[config.mk]
export PLATFORM = sky130hd
export DESIGN_NAME = l2_arbiter_flat
export DESIGN_NICKNAME = d
export VERILOG_FILES = /design/src/rtl/l2_arbiter_if.sv /design/src/rtl/l2_arbiter.sv /design/src/flat_wrapper.sv
export SDC_FILE = /design/constraint.sdc
export NUM_CORES = 1
export LEC_CHECK = 0
export BUFFER_PORTS_ARGS = -buffer_cell sky130_fd_sc_hd__buf_2
export CELL_PAD_IN_SITES_DETAIL_PLACEMENT = 1
export CELL_PAD_IN_SITES_GLOBAL_PLACEMENT = 1
export CORE_AREA = 2 2 271 273
export CTS_CLUSTER_DIAMETER = 120
export DETAILED_ROUTE_END_ITERATION = 10
export DIE_AREA = 0 0 273 275
export PLACE_DENSITY_LB_ADDON = 0.1
export SLEW_MARGIN = 5
export SYNTH_ARGS = -nofsm -noshare
export SYNTH_HDL_FRONTEND = slang
export SYNTH_SLANG_ARGS = --single-unit
[constraint.sdc]
create_clock -name clk -period 1.55 [get_ports clk]
set_input_delay 0.31 -clock clk [delete_from_list [all_inputs] [get_ports clk]]
set_output_delay 0.31 -clock clk [all_outputs]
set_load 0.05 [all_outputs]
[src/rtl/l2_arbiter_if.sv]
// Bundle of the I-cache, D-cache and L2 memory-side signals around l2_arbiter.
// slave is the arbiter's view; master is the view of the caches and L2 around it.
interface l2_arbiter_if;
  logic         icache_pmem_read;
  logic [15:0]  icache_pmem_address;
  logic [127:0] icache_pmem_rdata;
  logic         icache_pmem_resp;
  logic         dcache_pmem_read;
  logic         dcache_pmem_write;
  logic [15:0]  dcache_pmem_address;
  logic [127:0] dcache_pmem_wdata;
  logic [127:0] dcache_pmem_rdata;
  logic         dcache_pmem_resp;
  logic         l2_mem_read;
  logic         l2_mem_write;
  logic [15:0]  l2_mem_address;
  logic [127:0] l2_mem_wdata;
  logic [127:0] l2_mem_rdata;
  logic         l2_mem_resp;

  modport master (
    output icache_pmem_read, icache_pmem_address,
    output dcache_pmem_read, dcache_pmem_write, dcache_pmem_address, dcache_pmem_wdata,
    output l2_mem_rdata, l2_mem_resp,
    input  icache_pmem_rdata, icache_pmem_resp, dcache_pmem_rdata, dcache_pmem_resp,
    input  l2_mem_read, l2_mem_write, l2_mem_address, l2_mem_wdata
  );

  modport slave (
    input  icache_pmem_read, icache_pmem_address,
    input  dcache_pmem_read, dcache_pmem_write, dcache_pmem_address, dcache_pmem_wdata,
    input  l2_mem_rdata, l2_mem_resp,
    output icache_pmem_rdata, icache_pmem_resp, dcache_pmem_rdata, dcache_pmem_resp,
    output l2_mem_read, l2_mem_write, l2_mem_address, l2_mem_wdata
  );
endinterface

[src/rtl/l2_arbiter.sv]
// Two-requester (I-cache / D-cache) arbiter in front of a single-ported L2,
// alternating priority on ties and holding a latched request until L2 responds.
//   state   | meaning
//   IDLE    | no transaction; L2 request lines low, requesters sampled
//   SERVE_I | latched I-cache read outstanding at L2
//   SERVE_D | latched D-cache read or write-back outstanding at L2
module l2_arbiter (
  input logic          clk,
  input logic          reset,
  l2_arbiter_if.slave  bus
);

  typedef enum logic [1:0] {IDLE, SERVE_I, SERVE_D} state_t;

  state_t        r_state;
  logic          r_prio;
  logic [15:0]   r_addr;
  logic [127:0]  r_wdata;
  logic          r_l2_read;
  logic          r_l2_write;

  logic          w_i_pend;
  logic          w_d_pend;
  logic          w_grant_d;

  assign w_i_pend  = bus.icache_pmem_read;
  assign w_d_pend  = bus.dcache_pmem_read | bus.dcache_pmem_write;
  assign w_grant_d = w_d_pend & (~w_i_pend | r_prio);

  always_ff @(posedge clk) begin
    if (reset) begin
      r_state    <= IDLE;
      r_prio     <= 1'b0;
      r_addr     <= '0;
      r_wdata    <= '0;
      r_l2_read  <= 1'b0;
      r_l2_write <= 1'b0;
    end else begin
      case (r_state)
        IDLE: begin
          if (w_grant_d) begin
            r_state    <= SERVE_D;
            r_addr     <= bus.dcache_pmem_address;
            r_wdata    <= bus.dcache_pmem_wdata;
            // a simultaneous read+write from the D-cache is taken as the write-back
            r_l2_write <= bus.dcache_pmem_write;
            r_l2_read  <= ~bus.dcache_pmem_write;
          end else if (w_i_pend) begin
            r_state    <= SERVE_I;
            r_addr     <= bus.icache_pmem_address;
            r_wdata    <= '0;
            r_l2_write <= 1'b0;
            r_l2_read  <= 1'b1;
          end
        end
        SERVE_I: begin
          if (bus.l2_mem_resp) begin
            r_state    <= IDLE;
            r_prio     <= 1'b1;
            r_l2_read  <= 1'b0;
            r_l2_write <= 1'b0;
          end
        end
        SERVE_D: begin
          if (bus.l2_mem_resp) begin
            r_state    <= IDLE;
            r_prio     <= 1'b0;
            r_l2_read  <= 1'b0;
            r_l2_write <= 1'b0;
          end
        end
        default: begin
          r_state    <= IDLE;
          r_l2_read  <= 1'b0;
          r_l2_write <= 1'b0;
        end
      endcase
    end
  end

  assign bus.l2_mem_read    = r_l2_read;
  assign bus.l2_mem_write   = r_l2_write;
  assign bus.l2_mem_address = r_addr;
  assign bus.l2_mem_wdata   = r_wdata;

  // reset wins over a same-cycle L2 response, so no completion pulse escapes
  assign bus.icache_pmem_resp  = (r_state == SERVE_I) & bus.l2_mem_resp & ~reset;
  assign bus.dcache_pmem_resp  = (r_state == SERVE_D) & bus.l2_mem_resp & ~reset;
  assign bus.icache_pmem_rdata = bus.l2_mem_rdata;
  assign bus.dcache_pmem_rdata = bus.l2_mem_rdata;

endmodule

[src/flat_wrapper.sv]
// flat-port wrapper written by rule: the top's interface ports become plain ports
module l2_arbiter_flat 
  (clk, reset, bus_icache_pmem_read, bus_icache_pmem_address, bus_dcache_pmem_read, bus_dcache_pmem_write, bus_dcache_pmem_address, bus_dcache_pmem_wdata, bus_l2_mem_rdata, bus_l2_mem_resp, bus_icache_pmem_rdata, bus_icache_pmem_resp, bus_dcache_pmem_rdata, bus_dcache_pmem_resp, bus_l2_mem_read, bus_l2_mem_write, bus_l2_mem_address, bus_l2_mem_wdata);
  l2_arbiter_if bus_i ();
  input logic clk;
  input logic reset;
  input wire logic [$bits(bus_i.icache_pmem_read)-1:0] bus_icache_pmem_read;
  input wire logic [$bits(bus_i.icache_pmem_address)-1:0] bus_icache_pmem_address;
  input wire logic [$bits(bus_i.dcache_pmem_read)-1:0] bus_dcache_pmem_read;
  input wire logic [$bits(bus_i.dcache_pmem_write)-1:0] bus_dcache_pmem_write;
  input wire logic [$bits(bus_i.dcache_pmem_address)-1:0] bus_dcache_pmem_address;
  input wire logic [$bits(bus_i.dcache_pmem_wdata)-1:0] bus_dcache_pmem_wdata;
  input wire logic [$bits(bus_i.l2_mem_rdata)-1:0] bus_l2_mem_rdata;
  input wire logic [$bits(bus_i.l2_mem_resp)-1:0] bus_l2_mem_resp;
  output wire logic [$bits(bus_i.icache_pmem_rdata)-1:0] bus_icache_pmem_rdata;
  output wire logic [$bits(bus_i.icache_pmem_resp)-1:0] bus_icache_pmem_resp;
  output wire logic [$bits(bus_i.dcache_pmem_rdata)-1:0] bus_dcache_pmem_rdata;
  output wire logic [$bits(bus_i.dcache_pmem_resp)-1:0] bus_dcache_pmem_resp;
  output wire logic [$bits(bus_i.l2_mem_read)-1:0] bus_l2_mem_read;
  output wire logic [$bits(bus_i.l2_mem_write)-1:0] bus_l2_mem_write;
  output wire logic [$bits(bus_i.l2_mem_address)-1:0] bus_l2_mem_address;
  output wire logic [$bits(bus_i.l2_mem_wdata)-1:0] bus_l2_mem_wdata;
  assign bus_i.icache_pmem_read = bus_icache_pmem_read;
  assign bus_i.icache_pmem_address = bus_icache_pmem_address;
  assign bus_i.dcache_pmem_read = bus_dcache_pmem_read;
  assign bus_i.dcache_pmem_write = bus_dcache_pmem_write;
  assign bus_i.dcache_pmem_address = bus_dcache_pmem_address;
  assign bus_i.dcache_pmem_wdata = bus_dcache_pmem_wdata;
  assign bus_i.l2_mem_rdata = bus_l2_mem_rdata;
  assign bus_i.l2_mem_resp = bus_l2_mem_resp;
  assign bus_icache_pmem_rdata = bus_i.icache_pmem_rdata;
  assign bus_icache_pmem_resp = bus_i.icache_pmem_resp;
  assign bus_dcache_pmem_rdata = bus_i.dcache_pmem_rdata;
  assign bus_dcache_pmem_resp = bus_i.dcache_pmem_resp;
  assign bus_l2_mem_read = bus_i.l2_mem_read;
  assign bus_l2_mem_write = bus_i.l2_mem_write;
  assign bus_l2_mem_address = bus_i.l2_mem_address;
  assign bus_l2_mem_wdata = bus_i.l2_mem_wdata;
  l2_arbiter u_core (.clk(clk), .reset(reset), .bus(bus_i));
endmodule
==> metrics.txt <==
# TYPE chip_impl_metric gauge
chip_impl_metric{name="vdd.ir_drop.worst",unit="mV"} 0.446
chip_impl_metric{name="grt.overflow.total",unit=""} 0
chip_impl_info{name="critical_path.startpoint_type",value="register"} 1
chip_impl_metric{name="clock_power_frac",unit=""} 0.321
chip_impl_metric{name="netsw",unit="mW"} 5.27
chip_impl_metric{name="clk_skew",unit="ps"} 17.8
chip_impl_metric{name="clock_tree.buffer_depth",unit=""} 2
chip_impl_info{name="cp_slowest_cell",value="sky130_fd_sc_hd__dfxtp_2"} 1
chip_impl_info{name="timing.setup.critical_path_class",value="register to output port"} 1
chip_impl_metric{name="tritoncts_num_sinks",unit=""} 149
chip_impl_metric{name="drt-total-wl",unit="µm"} 37500
chip_impl_metric{name="synth_cells",unit=""} 966
chip_impl_info{name="tritoncts",value="yes"} 1
chip_impl_metric{name="cts_bufs_inserted",unit=""} 17
chip_impl_metric{name="slowest_delay",unit="ps"} 340
chip_impl_metric{name="worstSkewPairLatency",unit="ps"} 480
chip_impl_metric{name="grt_pass1_wl",unit="µm"} 51900
chip_impl_metric{name="port-buffer-count",unit=""} 313
chip_impl_metric{name="syn-mean-instance-area",unit="µm²"} 8.00
chip_impl_metric{name="cell_internal_pwr",unit="mW"} 8.25
chip_impl_info{name="yosys.cell_count.top_type",value="sky130_fd_sc_hd__buf_4"} 1
chip_impl_metric{name="horizontal_die_dimension",unit="µm"} 273
chip_impl_metric{name="final_max_slew_viol_count",unit=""} 0
chip_impl_metric{name="timing.critical_path.fanout_max",unit=""} 2
chip_impl_info{name="synth.top_cells.by_area",value="sky130_fd_sc_hd__dfxtp_1, sky130_fd_sc_hd__buf_4, sky130_fd_sc_hd__nand4_1, sky130_fd_sc_hd__a21oi_1, sky130_fd_sc_hd__nand2_1"} 1
chip_impl_info{name="root_buffer",value="sky130_fd_sc_hd__clkbuf_16"} 1
chip_impl_metric{name="detailroute.via_count",unit=""} 6906
chip_impl_metric{name="worst_slack",unit="ps"} -164
chip_impl_metric{name="placement_rows",unit=""} 99
chip_impl_metric{name="initialDrtViolationCount",unit=""} 216
chip_impl_metric{name="synth-warning-count",unit=""} 0
chip_impl_metric{name="synth_sequential_area_ratio",unit=""} 0.386
chip_impl_metric{name="timing.critical_path.arrival",unit="ps"} 1400
chip_impl_metric{name="drtPass1Iterations",unit=""} 4
chip_impl_metric{name="clk_pin_slew",unit="ps"} 70
chip_impl_info{name="post-synth-top-area-cell",value="sky130_fd_sc_hd__dfxtp_1"} 1
chip_impl_metric{name="grt_pass1_vias",unit=""} 7345
chip_impl_metric{name="fp.dieH",unit="µm"} 275
chip_impl_metric{name="worstPathRequired",unit="ps"} 1240
chip_impl_metric{name="tightestPinTransition",unit="ps"} 543
chip_impl_metric{name="count_of_state_elements_after_synthesis",unit=""} 149
chip_impl_info{name="yosys-top-cells-count",value="sky130_fd_sc_hd__buf_4, sky130_fd_sc_hd__dfxtp_1, sky130_fd_sc_hd__nand2_1"} 1
chip_impl_metric{name="ant_nets",unit=""} 0
chip_impl_info{name="hold_class",value="input pin to register"} 1
chip_impl_metric{name="final_nets",unit=""} 1344
chip_impl_metric{name="dp.final_hpwl",unit="µm"} 26000
chip_impl_metric{name="final-hold-violation-count",unit=""} 0
chip_impl_metric{name="asyncSetResetFlopFracSynth",unit=""} 0
chip_impl_metric{name="route.detailed.vias_per_inst",unit=""} 3.42
chip_impl_metric{name="post-route-period-util",unit=""} 1.11
chip_impl_metric{name="power",unit="mW"} 13.5
chip_impl_metric{name="post-place-cells",unit=""} 1962
chip_impl_metric{name="syn2layout_area_growth",unit="%"} 32.6
chip_impl_metric{name="drv_cap",unit=""} 0
chip_impl_info{name="critical_path.endpoint_type",value="output port"} 1
chip_impl_metric{name="max_clock_freq",unit="GHz"} 0.584
chip_impl_metric{name="leakage",unit="nW"} 4.17
chip_impl_metric{name="drc",unit=""} 0
chip_impl_metric{name="largest_net_degree_at_the_start_of_global_routing",unit=""} 73
chip_impl_info{name="crit_chain",value="inv_2 -> buf_6 -> ha_4 -> nand2_4 -> nor2_4 -> buf_12"} 1
chip_impl_metric{name="htreeDepth",unit=""} 4
chip_impl_metric{name="place_area",unit="mm²"} 0.00914
chip_impl_metric{name="initial_utilization",unit=""} 0.107
chip_impl_metric{name="routabilityCongestion",unit=""} 0.640
chip_impl_metric{name="setup-violations-final",unit=""} 136
chip_impl_metric{name="antenna_found_initial",unit=""} 7
chip_impl_info{name="status",value="finished with violations"} 1
chip_impl_metric{name="setup_tns",unit="ps"} -10940
chip_impl_metric{name="post_synth_edffs",unit=""} 0
chip_impl_metric{name="yosysUniqueCellTypes",unit=""} 24
chip_impl_metric{name="die-area",unit="mm²"} 0.0751
chip_impl_metric{name="power_density",unit="mW/mm²"} 1320
chip_impl_metric{name="floorplan.io_pins",unit=""} 698
chip_impl_metric{name="share_comb_of_total_power",unit=""} 0.356
chip_impl_metric{name="design.core.area",unit="mm²"} 0.0723
chip_impl_metric{name="power.share.sequential",unit=""} 0.323
chip_impl_metric{name="grtUsageTotal",unit=""} 0.0953
chip_impl_metric{name="rel_slew_slack",unit=""} 0.638
chip_impl_info{name="dominantRegCellSynth",value="sky130_fd_sc_hd__dfxtp_1"} 1
chip_impl_info{name="grt_setup_unrepaired",value="yes"} 1
chip_impl_metric{name="layout.cell_area.non_filler",unit="mm²"} 0.0102
chip_impl_metric{name="final_period_minus_worst_setup_slack",unit="ps"} 1710
chip_impl_metric{name="mappedNetlistNets",unit=""} 1263
chip_impl_metric{name="share_of_post_route_cells_with_drive_strength_above_1",unit=""} 0.426
chip_impl_info{name="violated_checks",value="setup timing"} 1
chip_impl_metric{name="synthesis.area",unit="mm²"} 0.00773
chip_impl_metric{name="synth_top_cell_area_share",unit=""} 0.386
chip_impl_metric{name="final_util",unit=""} 0.142
chip_impl_metric{name="avgRoutedWirePerCell",unit="µm"} 18.6
chip_impl_metric{name="switching_share",unit=""} 0.390
chip_impl_metric{name="instances_no_fill",unit=""} 2022
[cells in the final DEF, fill, tap and decap left out, types with 3 or more instances in the layout]
cell type / netlist / final
sky130_fd_sc_hd__nand3_1: 16 / 16
sky130_fd_sc_hd__dfxtp_1: 149 / 147
sky130_fd_sc_hd__buf_16: 0 / 4
sky130_fd_sc_hd__buf_12: 0 / 33
sky130_fd_sc_hd__clkbuf_16: 0 / 23
sky130_fd_sc_hd__clkinvlp_4: 0 / 4
sky130_fd_sc_hd__buf_2: 24 / 310
sky130_fd_sc_hd__inv_1: 5 / 3
sky130_fd_sc_hd__a311oi_2: 0 / 7
sky130_fd_sc_hd__nor2_1: 19 / 18
sky130_fd_sc_hd__o32ai_1: 4 / 4
sky130_fd_sc_hd__a311oi_1: 16 / 9
sky130_fd_sc_hd__buf_4: 256 / 35
sky130_fd_sc_hd__buf_6: 0 / 11
sky130_fd_sc_hd__nand2_1: 131 / 129
sky130_fd_sc_hd__clkinv_2: 0 / 3
sky130_fd_sc_hd__diode_2: 0 / 4
sky130_fd_sc_hd__a21oi_1: 129 / 129
sky130_fd_sc_hd__nand4_1: 128 / 128
sky130_fd_sc_hd__clkbuf_8: 0 / 3
sky130_fd_sc_hd__o21ai_0: 17 / 17
sky130_fd_sc_hd__ha_4: 0 / 3
[stage by stage]
stage          hold slack, ps  setup WS [ps]
4_1_cts                  11.8           -269
3_5_place_dp              444          -18.5
6_report                 82.0           -164
3_3_place_gp              441           17.1
5_1_grt                  29.8           -277
2_1_floorplan             406           -119
[worst max-delay path, delay by kind of cell (launching register included)]
kind	cells	cell delay [ps]
buffers and inverters	3	300
flip-flops	1	340
adder cells (fa/ha/maj)	1	130
AND/OR/NAND/NOR	2	160
[path summary, 6_finish.rpt]
check                                             end  cells after the start  slack [ps]                                     start
max                              bus_icache_pmem_resp                      6        -160            u_core.r_state[1]$_SDFFE_PP0P_
min          u_core.bus.l2_mem_wdata[23]$_SDFFE_PP0P_                      3          80                 bus_dcache_pmem_wdata[23]
max reg2reg  u_core.bus.l2_mem_wdata[54]$_SDFFE_PP0P_                     10        -160            u_core.r_state[1]$_SDFFE_PP0P_
min reg2reg  u_core.bus.l2_mem_wdata[53]$_SDFFE_PP0P_                      2         450  u_core.bus.l2_mem_wdata[53]$_SDFFE_PP0P_
[power by group through the flow]
| stage | logic [mW] | clock network, mW | registers (mW) |
|---|---|---|---|
| after floorplan | 2.98 | 0 | 5.62 |
| after global placement | 4.25 | 0 | 4.45 |
| after detailed placement | 4.24 | 0 | 4.45 |
| after CTS | 4.56 | 4.70 | 4.37 |
| after global routing | 5.19 | 4.84 | 4.42 |
| final | 4.82 | 4.34 | 4.36 |
[kinds of logic after synthesis]
kind of cell | count (synthesis) | share of synthesized area
buf+inv | 343 | 0.295
flops | 149 | 0.386
simple gates | 299 | 0.191
fa+ha+maj | 3 | 0.00486
compound gates | 172 | 0.124
[flip-flops by register name (all words and copies together) (netlist names)]
signal	count
u_core.bus.l2_mem_address	16
u_core.bus.l2_mem_wdata	128
u_core.r_state	2
u_core.r_prio	1
u_core.bus.l2_mem_write	1
u_core.bus.l2_mem_read	1
[what timing repair did]
| action | in CTS | in global routing |
|---|---|---|
| gates cloned | 3 | 8 |
| buffers inserted | 10 | 4 |
| setup endpoints to repair | 16 | 150 |
| pin swaps | 69 | 5 |
| resized for setup | 29 | 9 |
| hold endpoints to repair | 0 | 0 |
| hold buffers | 0 | 0 |
[area by class of cell]
class	count	area, µm²
fill	8612	62100
timing repair buffer	400	2870
clock buffer	20	467
tap	959	1200
sequential	149	2990
inverter	5	21.3
multi-input combinational	474	2590
clock inverter	11	101
antenna	4	10.0
[metal layers]
| layer | global-route usage | up-vias | wire length, µm |
|---|---|---|---|
| li1 | - | 3257 | - |
| met1 | 0.106 | 3240 | 15400 |
| met2 | 0.150 | 290 | 17600 |
| met3 | 0.0456 | 113 | 3090 |
| met4 | 0.0516 | 6 | 1440 |
| met5 | 0 | - | 41 |
Power figures use the tool's default switching activity.
